[src/rtl/fetch_seq_ctl_if.sv]
// Instruction-memory fetch bus between the fetch sequencer and the
// instruction memory.
//   fetch_addr : PC of the outstanding fetch (sequencer -> memory)
//   fetch_req  : fetch request (sequencer -> memory)
//   imem_ready : memory returns the word for fetch_addr this cycle (memory -> sequencer)
interface fetch_seq_ctl_if;
    logic [31:0] fetch_addr;
    logic        fetch_req;
    logic        imem_ready;

    modport master (
        output fetch_addr,
        output fetch_req,
        input  imem_ready
    );

    modport slave (
        input  fetch_addr,
        input  fetch_req,
        output imem_ready
    );
endinterface

[src/rtl/fetch_seq_ctl.sv]
// Fetch sequencer for a 5-stage pipeline: advances the PC, applies
// branch/jump redirects resolved in ID, drains an in-flight fetch when a
// redirect arrives before memory has answered, and halts on a halting
// syscall. Also counts resolved and taken conditional branches.
// Ports:
//   clk, rst_n        : clock, synchronous active-low reset
//   imem              : fetch bus (fetch_addr, fetch_req out; imem_ready in)
//   stall             : ID load-use stall, holds PC and IF/ID
//   id_valid          : ID holds a real instruction
//   id_is_branch      : ID instruction is a conditional branch
//   id_branch_taken   : branch decision for the ID instruction
//   id_branch_target  : branch target address
//   id_is_jump        : ID instruction is a jump
//   id_jump_target    : jump target address
//   halt_req          : ID instruction is a halting syscall
//   ifid_we           : IF/ID write enable
//   ifid_flush        : IF/ID clear to bubble (overrides ifid_we)
//   halted            : controller is in HALT
//   branch_cnt        : resolved conditional branch count (wraps)
//   taken_cnt         : taken conditional branch count (wraps)
module fetch_seq_ctl #(
    parameter logic [31:0] RESET_PC = 32'h0000_0000
) (
    input  logic                   clk,
    input  logic                   rst_n,
    fetch_seq_ctl_if.master        imem,
    input  logic                   stall,
    input  logic                   id_valid,
    input  logic                   id_is_branch,
    input  logic                   id_branch_taken,
    input  logic [31:0]            id_branch_target,
    input  logic                   id_is_jump,
    input  logic [31:0]            id_jump_target,
    input  logic                   halt_req,
    output logic                   ifid_we,
    output logic                   ifid_flush,
    output logic                   halted,
    output logic [15:0]            branch_cnt,
    output logic [15:0]            taken_cnt
);

    typedef enum logic [1:0] {RUN, DRAIN, HALT} state_t;

    state_t      state_q, state_d;
    logic [31:0] addr_q, addr_d;
    logic [31:0] pending_q, pending_d;
    logic [15:0] branch_cnt_q, branch_cnt_d;
    logic [15:0] taken_cnt_q, taken_cnt_d;

    logic        halt_take;
    logic        redirect;
    logic        count_br;
    logic [31:0] target;

    assign halt_take = id_valid & halt_req;
    assign redirect  = id_valid & ~stall & (id_is_jump | (id_is_branch & id_branch_taken));
    // Jump wins over branch when both are flagged; targets are word aligned.
    assign target    = {(id_is_jump ? id_jump_target[31:2] : id_branch_target[31:2]), 2'b00};
    assign count_br  = (state_q == RUN) & id_valid & id_is_branch & ~stall & ~halt_req;

    // State register
    always_ff @(posedge clk) begin
        if (!rst_n) begin
            state_q      <= RUN;
            addr_q       <= RESET_PC;
            pending_q    <= 32'h0;
            branch_cnt_q <= 16'h0;
            taken_cnt_q  <= 16'h0;
        end else begin
            state_q      <= state_d;
            addr_q       <= addr_d;
            pending_q    <= pending_d;
            branch_cnt_q <= branch_cnt_d;
            taken_cnt_q  <= taken_cnt_d;
        end
    end

    // Next-state logic
    always_comb begin
        state_d      = state_q;
        addr_d       = addr_q;
        pending_d    = pending_q;
        branch_cnt_d = branch_cnt_q;
        taken_cnt_d  = taken_cnt_q;

        // Counting is independent of the redirect path, so a branch that is
        // also flagged as a jump still counts.
        if (count_br) begin
            branch_cnt_d = branch_cnt_q + 16'd1;
            if (id_branch_taken) begin
                taken_cnt_d = taken_cnt_q + 16'd1;
            end
        end

        unique case (state_q)
            RUN: begin
                if (halt_take) begin
                    state_d = HALT;
                end else if (stall) begin
                    state_d = RUN;
                end else if (redirect) begin
                    if (imem.imem_ready) begin
                        addr_d = target;
                    end else begin
                        // The wrong-path fetch is still outstanding; let it
                        // complete before switching the address.
                        pending_d = target;
                        state_d   = DRAIN;
                    end
                end else if (imem.imem_ready) begin
                    addr_d = addr_q + 32'd4;
                end
            end
            DRAIN: begin
                if (imem.imem_ready) begin
                    addr_d  = pending_q;
                    state_d = RUN;
                end
            end
            HALT: begin
                state_d = HALT;
            end
            default: begin
                state_d = RUN;
            end
        endcase
    end

    // Output logic
    always_comb begin
        ifid_we    = 1'b0;
        ifid_flush = 1'b0;
        if (rst_n && (state_q == RUN) && !halt_take && !stall) begin
            if (redirect) begin
                ifid_flush = 1'b1;
            end else if (imem.imem_ready) begin
                ifid_we = 1'b1;
            end
        end
    end

    assign imem.fetch_addr = addr_q;
    assign imem.fetch_req  = (state_q != HALT);
    assign halted          = (state_q == HALT);
    assign branch_cnt      = branch_cnt_q;
    assign taken_cnt       = taken_cnt_q;

endmodule

[src/flat_wrapper.sv]
// flat-port wrapper written by rule: the top's interface ports become plain ports
module fetch_seq_ctl_flat 
#(
    parameter logic [31:0] RESET_PC = 32'h0000_0000
)
  (clk, rst_n, stall, id_valid, id_is_branch, id_branch_taken, id_branch_target, id_is_jump, id_jump_target, halt_req, ifid_we, ifid_flush, halted, branch_cnt, taken_cnt, imem_fetch_addr, imem_fetch_req, imem_imem_ready);
  fetch_seq_ctl_if imem_i ();
  input  logic clk;
  input  logic rst_n;
  input  logic stall;
  input  logic id_valid;
  input  logic id_is_branch;
  input  logic id_branch_taken;
  input  logic [31:0] id_branch_target;
  input  logic id_is_jump;
  input  logic [31:0] id_jump_target;
  input  logic halt_req;
  output logic ifid_we;
  output logic ifid_flush;
  output logic halted;
  output logic [15:0] branch_cnt;
  output logic [15:0] taken_cnt;
  output wire logic [$bits(imem_i.fetch_addr)-1:0] imem_fetch_addr;
  output wire logic [$bits(imem_i.fetch_req)-1:0] imem_fetch_req;
  input wire logic [$bits(imem_i.imem_ready)-1:0] imem_imem_ready;
  assign imem_fetch_addr = imem_i.fetch_addr;
  assign imem_fetch_req = imem_i.fetch_req;
  assign imem_i.imem_ready = imem_imem_ready;
  fetch_seq_ctl #(.RESET_PC(RESET_PC)) u_core (.clk(clk), .rst_n(rst_n), .imem(imem_i), .stall(stall), .id_valid(id_valid), .id_is_branch(id_is_branch), .id_branch_taken(id_branch_taken), .id_branch_target(id_branch_target), .id_is_jump(id_is_jump), .id_jump_target(id_jump_target), .halt_req(halt_req), .ifid_we(ifid_we), .ifid_flush(ifid_flush), .halted(halted), .branch_cnt(branch_cnt), .taken_cnt(taken_cnt));
endmodule
[config.mk]
export PLATFORM = sky130hd
export DESIGN_NAME = fetch_seq_ctl_flat
export DESIGN_NICKNAME = d
export VERILOG_FILES = /design/src/rtl/fetch_seq_ctl_if.sv /design/src/rtl/fetch_seq_ctl.sv /design/src/flat_wrapper.sv
export SDC_FILE = /design/constraint.sdc
export NUM_CORES = 1
export LEC_CHECK = 0
export BUFFER_PORTS_ARGS = -buffer_cell sky130_fd_sc_hd__buf_2
export CAP_MARGIN = 20
export CORE_ASPECT_RATIO = 0.8
export CORE_MARGIN = 8
export CORE_UTILIZATION = 53
export DETAILED_ROUTE_END_ITERATION = 6
export PLACE_DENSITY = 0.83
export SLEW_MARGIN = 5
export SYNTH_ARGS = -nofsm -noshare
export SYNTH_HDL_FRONTEND = slang
export SYNTH_SLANG_ARGS = --single-unit
[constraint.sdc]
create_clock -name clk -period 2.8 [get_ports clk]
set_input_delay 0.56 -clock clk [delete_from_list [all_inputs] [get_ports clk]]
set_output_delay 0.56 -clock clk [all_outputs]
set_load 0.02 [all_outputs]
Yosys cells after proc, flatten, opt, wreduce, memory -nomap -nowiden
Cells that the tools add are included.
Word-level totals
  bits in registers: 96
  input bits: 73
  output and inout port bits: 68
  word-level logic and storage cells: 60
Cells by class
  add/subtract/negate cells: 3
  equal/unequal tests: 9
  mux-type cells: 19
  bitwise operators: 13
  reductions and logical operators: 11
Operators by type and width (number)
  $mux 32: 6
  $pmux 32 s2: 1
  $add 16x1->16 const B: 2
  $add 32x3->32 const B: 1
  $mux 30: 1
  $mux 2: 5
  $ne 2x2->1 const B: 5
  $reduce_and 5->1: 2
  $and 1x1->1: 8
  $pmux 2 s3: 1
  $mux 1: 5
  $ne 4x2->1 const B: 1
  $ne 4x3->1 const B: 1
  $not 1->1: 4
  $logic_and 1x1->1: 3
  $reduce_and 3->1: 1
  $eq 2x1->1 const B: 1
  $eq 2x2->1 const B: 1
  $logic_not 1->1: 2
  $logic_not 2->1: 1
  $reduce_and 2->1: 1
  $reduce_bool 2->1: 1
  $or 1x1->1: 1

Depth between registers and ports, before layout
  depth in word-level cells: 7
  mapped depth: 8

Worst setup path after synthesis
No wires, ideal clock.
  kind: register to register
  start: register u_core.addr_q[5], in the netlist u_core.imem.fetch_addr[5]
  end: register u_core.addr_q[22], in the netlist u_core.imem.fetch_addr[22]
  library setup time: 0.132 ns
  arrival: 2.064 ns
  required time: 2.668 ns
  path slack: 0.604 ns
  stages on the path, launching flop included: 7
  clock period less this slack: 2.196 ns
  path through: dfxtp_1 nand4_4 or4_1 clkbuf_2 or4b_1 a21oi_1 nor3_1
On the way
  word-level cells in the longest chain between the ends: 6
RTL lines
  from (decl): RTL line fetch_seq_ctl.sv:45  | logic [31:0] addr_q, addr_d;
  from (signal assigned): RTL line fetch_seq_ctl.sv:71  | addr_q <= addr_d;
  $add 32x3->32: RTL line fetch_seq_ctl.sv:111  | addr_d = addr_q + 32'd4;
  $mux 32: RTL line fetch_seq_ctl.sv:110  | end else if (imem.imem_ready) begin
  $mux 32: RTL line fetch_seq_ctl.sv:101  | end else if (redirect) begin
  $mux 32: RTL line fetch_seq_ctl.sv:99  | end else if (stall) begin
  $mux 32: RTL line fetch_seq_ctl.sv:97  | if (halt_take) begin
  $pmux 32 s2: RTL line fetch_seq_ctl.sv:95  | unique case (state_q)
Every way passes these cells. The select of a mux whose other input is x is not followed.
A chain may end at the register's enable or synchronous reset.

Final worst setup path
  start: register u_core.addr_q[9], in the netlist u_core.imem.fetch_addr[9]
  end: register u_core.addr_q[22], in the netlist u_core.imem.fetch_addr[22]
The elaborated chain is that of the path after synthesis.

==> results_dict.tcl <==
set metrics [dict create \
    cts_resized 0 \
    slew_headroom_pct 41.18 \
    min_period_ps 2438 \
    cts_made_buffers 9 \
    grt_pass1_wl_mm 25.19 \
    cts.sink_count 94 \
    skew_ps 5.651 \
    place.gp.congestion 0.8624 \
    synth_seq_area_share_pct 36.65 \
    clock.fmax_ghz 0.4102 \
    coreArea_um2 9529 \
    grt_max_degree 62 \
    end_kind "flop" \
    vias 5394 \
    num_rows 32 \
    die-width_um 126.1 \
    route.detailed.drc 0 \
    synthArstFlopShare_pct 0 \
    path_clk_slew_ps 70 \
    first_pass_iters 5 \
    fin_tns_setup_ps 0 \
    grt_util_all_layers_pct 22.90 \
    wl_mm 15.45 \
    syn_inst 650 \
    rsz0062_at_grt "false" \
    dieArea_um2 13110 \
    ant_nets 0 \
    hold_viol_final 0 \
    ir_drop_v 0.0003342 \
    dieHeight_um 104.0 \
    start_kind "flop" \
    cts_tree "done" \
    netlist_area_um2 5135 \
    dpl_worst_slack_ps 401.1 \
    hold-worst-slack_ps 479.9 \
    wire_per_inst_um 17.38 \
    power_density_nw_per_um2 484.8 \
    criticalPathCategory "reg -> reg" \
    post-route-period-util_pct 87.06 \
    maxCapViolations 0 \
    ys_ff_latch 94 \
    initial_utilization_pct 53.89 \
    io-pin-count 141 \
    grt_pass1_vias 5239 \
    drv_slew 0 \
    viasPerCell 6.067 \
    diodes 0 \
    path_max_fanout 8 \
    io_buffer_count 134 \
    final-setup-viol-count 0 \
    p_leak_uw 0.002483 \
    synth_edf_count 0 \
    hold_buffers 0 \
    synth_cell_types 54 \
    cp.arrival_ps 2630 \
    clk_latency_ps 340 \
    antenna_found_initial 0 \
    crit_slowest_cell "or4_1" \
    yosys_warnings 0 \
    final_nets 842 \
    drive_gt1_share_pct 22.73 \
    clk_path_buf_depth 2 \
    ys.flop_type "dfxtp_1" \
    synth.area.top_cells "dfxtp_1 (37%), mux2i_1 (6.2%), a21oi_1 (5.8%)" \
    yosys.cell_count.top_type "dfxtp_1" \
    slowest_delay_ps 750 \
    cts-htree-levels 3 \
    first_iter_violations 464 \
    worst_pin_slew_ps 874.2 \
    synth_area_per_cell_um2 7.900 \
    synth.largest_area_cell "dfxtp_1" \
    syn2layout_area_growth_pct 20.93 \
    grt_overflow_total 0 \
    setup_slack_ps 362.2 \
    post_cts_buffers 0 \
    worstPathRequired_ps 2990 \
    ys_top_cells_by_count "dfxtp_1 (94), nor2_1 (76), a21oi_1 (60)" \
    synth_top_area_share_pct 36.65 \
    status "complete, no violations" \
    crit_chain "nand3_1 > or4_1 > or4b_1 > a21oi_1 > nor3_1" \
    dpl.hpwl_mm 11.03 \
    hold_class "reg -> reg" \
    root_buffer "clkbuf_16" \
]
-- flip-flops by register name, summed over array words and instances, names as in the netlist --
register / count
u_core.pending_q: 30
u_core.branch_cnt: 16
u_core.taken_cnt: 16
u_core.imem.fetch_addr: 30
u_core.state_q: 2
-- layer usage --
metal	up-vias	routed length (um)	share of wire (%)	GRT usage, %
li1	2615	-	-	-
met1	2510	6539	42	28.20
met2	231	7365	48	37.15
met3	38	1158	7.5	5.328
met4	0	390	2.5	10.54
met5	-	0	0	0
-- report_power, final --
group / total [uW] / internal [uW] / leakage (uW) / switching, uW
sequential: 1420 / 1370 / 0.000761 / 49.1
clock: 1220 / 709 / 0.000141 / 513
combinational: 370 / 148 / 0.00158 / 223
-- cell type report --
type	instances	area (um2)
tap	119	148.9
fill	817	3319
clock buffer	11	242.7
clock inverter	4	47.55
multi-input combinational	497	3029
inverter	13	48.80
sequential	94	1882
timing repair buffer	151	810.8
-- kinds of logic (layout without fill, tap and decap cells) --
group / count (synthesis) / count (layout) / synth area share, %
adder cells (fa/ha/maj): 3 / 3 / 0.7311
XOR/XNOR: 37 / 37 / 6.311
buffers and inverters: 60 / 179 / 4.703
multiplexers: 32 / 32 / 6.238
other: 1 / 2 / 0.07303
flip-flops: 94 / 94 / 36.65
AO/OA/AOI/OAI: 175 / 175 / 21.20
AND/OR/NAND/NOR: 248 / 248 / 24.10
-- cells in the final DEF, fill, tap and decap left out, types with 12 or more instances in the layout --
cell type  count
nand2_1       44
a211oi_1      33
buf_2        134
nor2_1        75
inv_1         12
buf_4         16
nor4_1        16
nor3_1        20
dfxtp_1       94
o21ai_0       38
a21oi_1       60
nand4_1       24
xnor2_1       27
mux2i_1       32
nand3_1       26
-- final timing paths --
kind         cells past startpoint  slack, ps                      start                          to
min                              2        480        u_core.pending_q[4]   u_core.imem.fetch_addr[4]
min reg2reg                      2        480        u_core.pending_q[4]   u_core.imem.fetch_addr[4]
max reg2reg                      5        360  u_core.imem.fetch_addr[9]  u_core.imem.fetch_addr[22]
max                              5        360  u_core.imem.fetch_addr[9]  u_core.imem.fetch_addr[22]
-- through the flow --
| step | util (%) | cell area (um2) | power, uW | cells |
|---|---|---|---|---|
| detailed placement | 62.12 | 5919 | 1812 | 874 |
| CTS | 65.17 | 6210 | 3021 | 889 |
| global route | 65.17 | 6210 | 3114 | 889 |
| finish | 65.17 | 6210 | 3010 | 889 |
| floorplan | - | 5139 | 1672 | 651 |
| global placement | 62.12 | 5919 | 1799 | 874 |
-- worst max-delay path: cells and delay by family (launching register included) --
family | cells | cell delay (ps)
AO/OA/AOI/OAI | 1 | 200
flip-flops | 1 | 430
AND/OR/NAND/NOR | 4 | 1660
No activity file was read; power rests on OpenSTA's default activity.
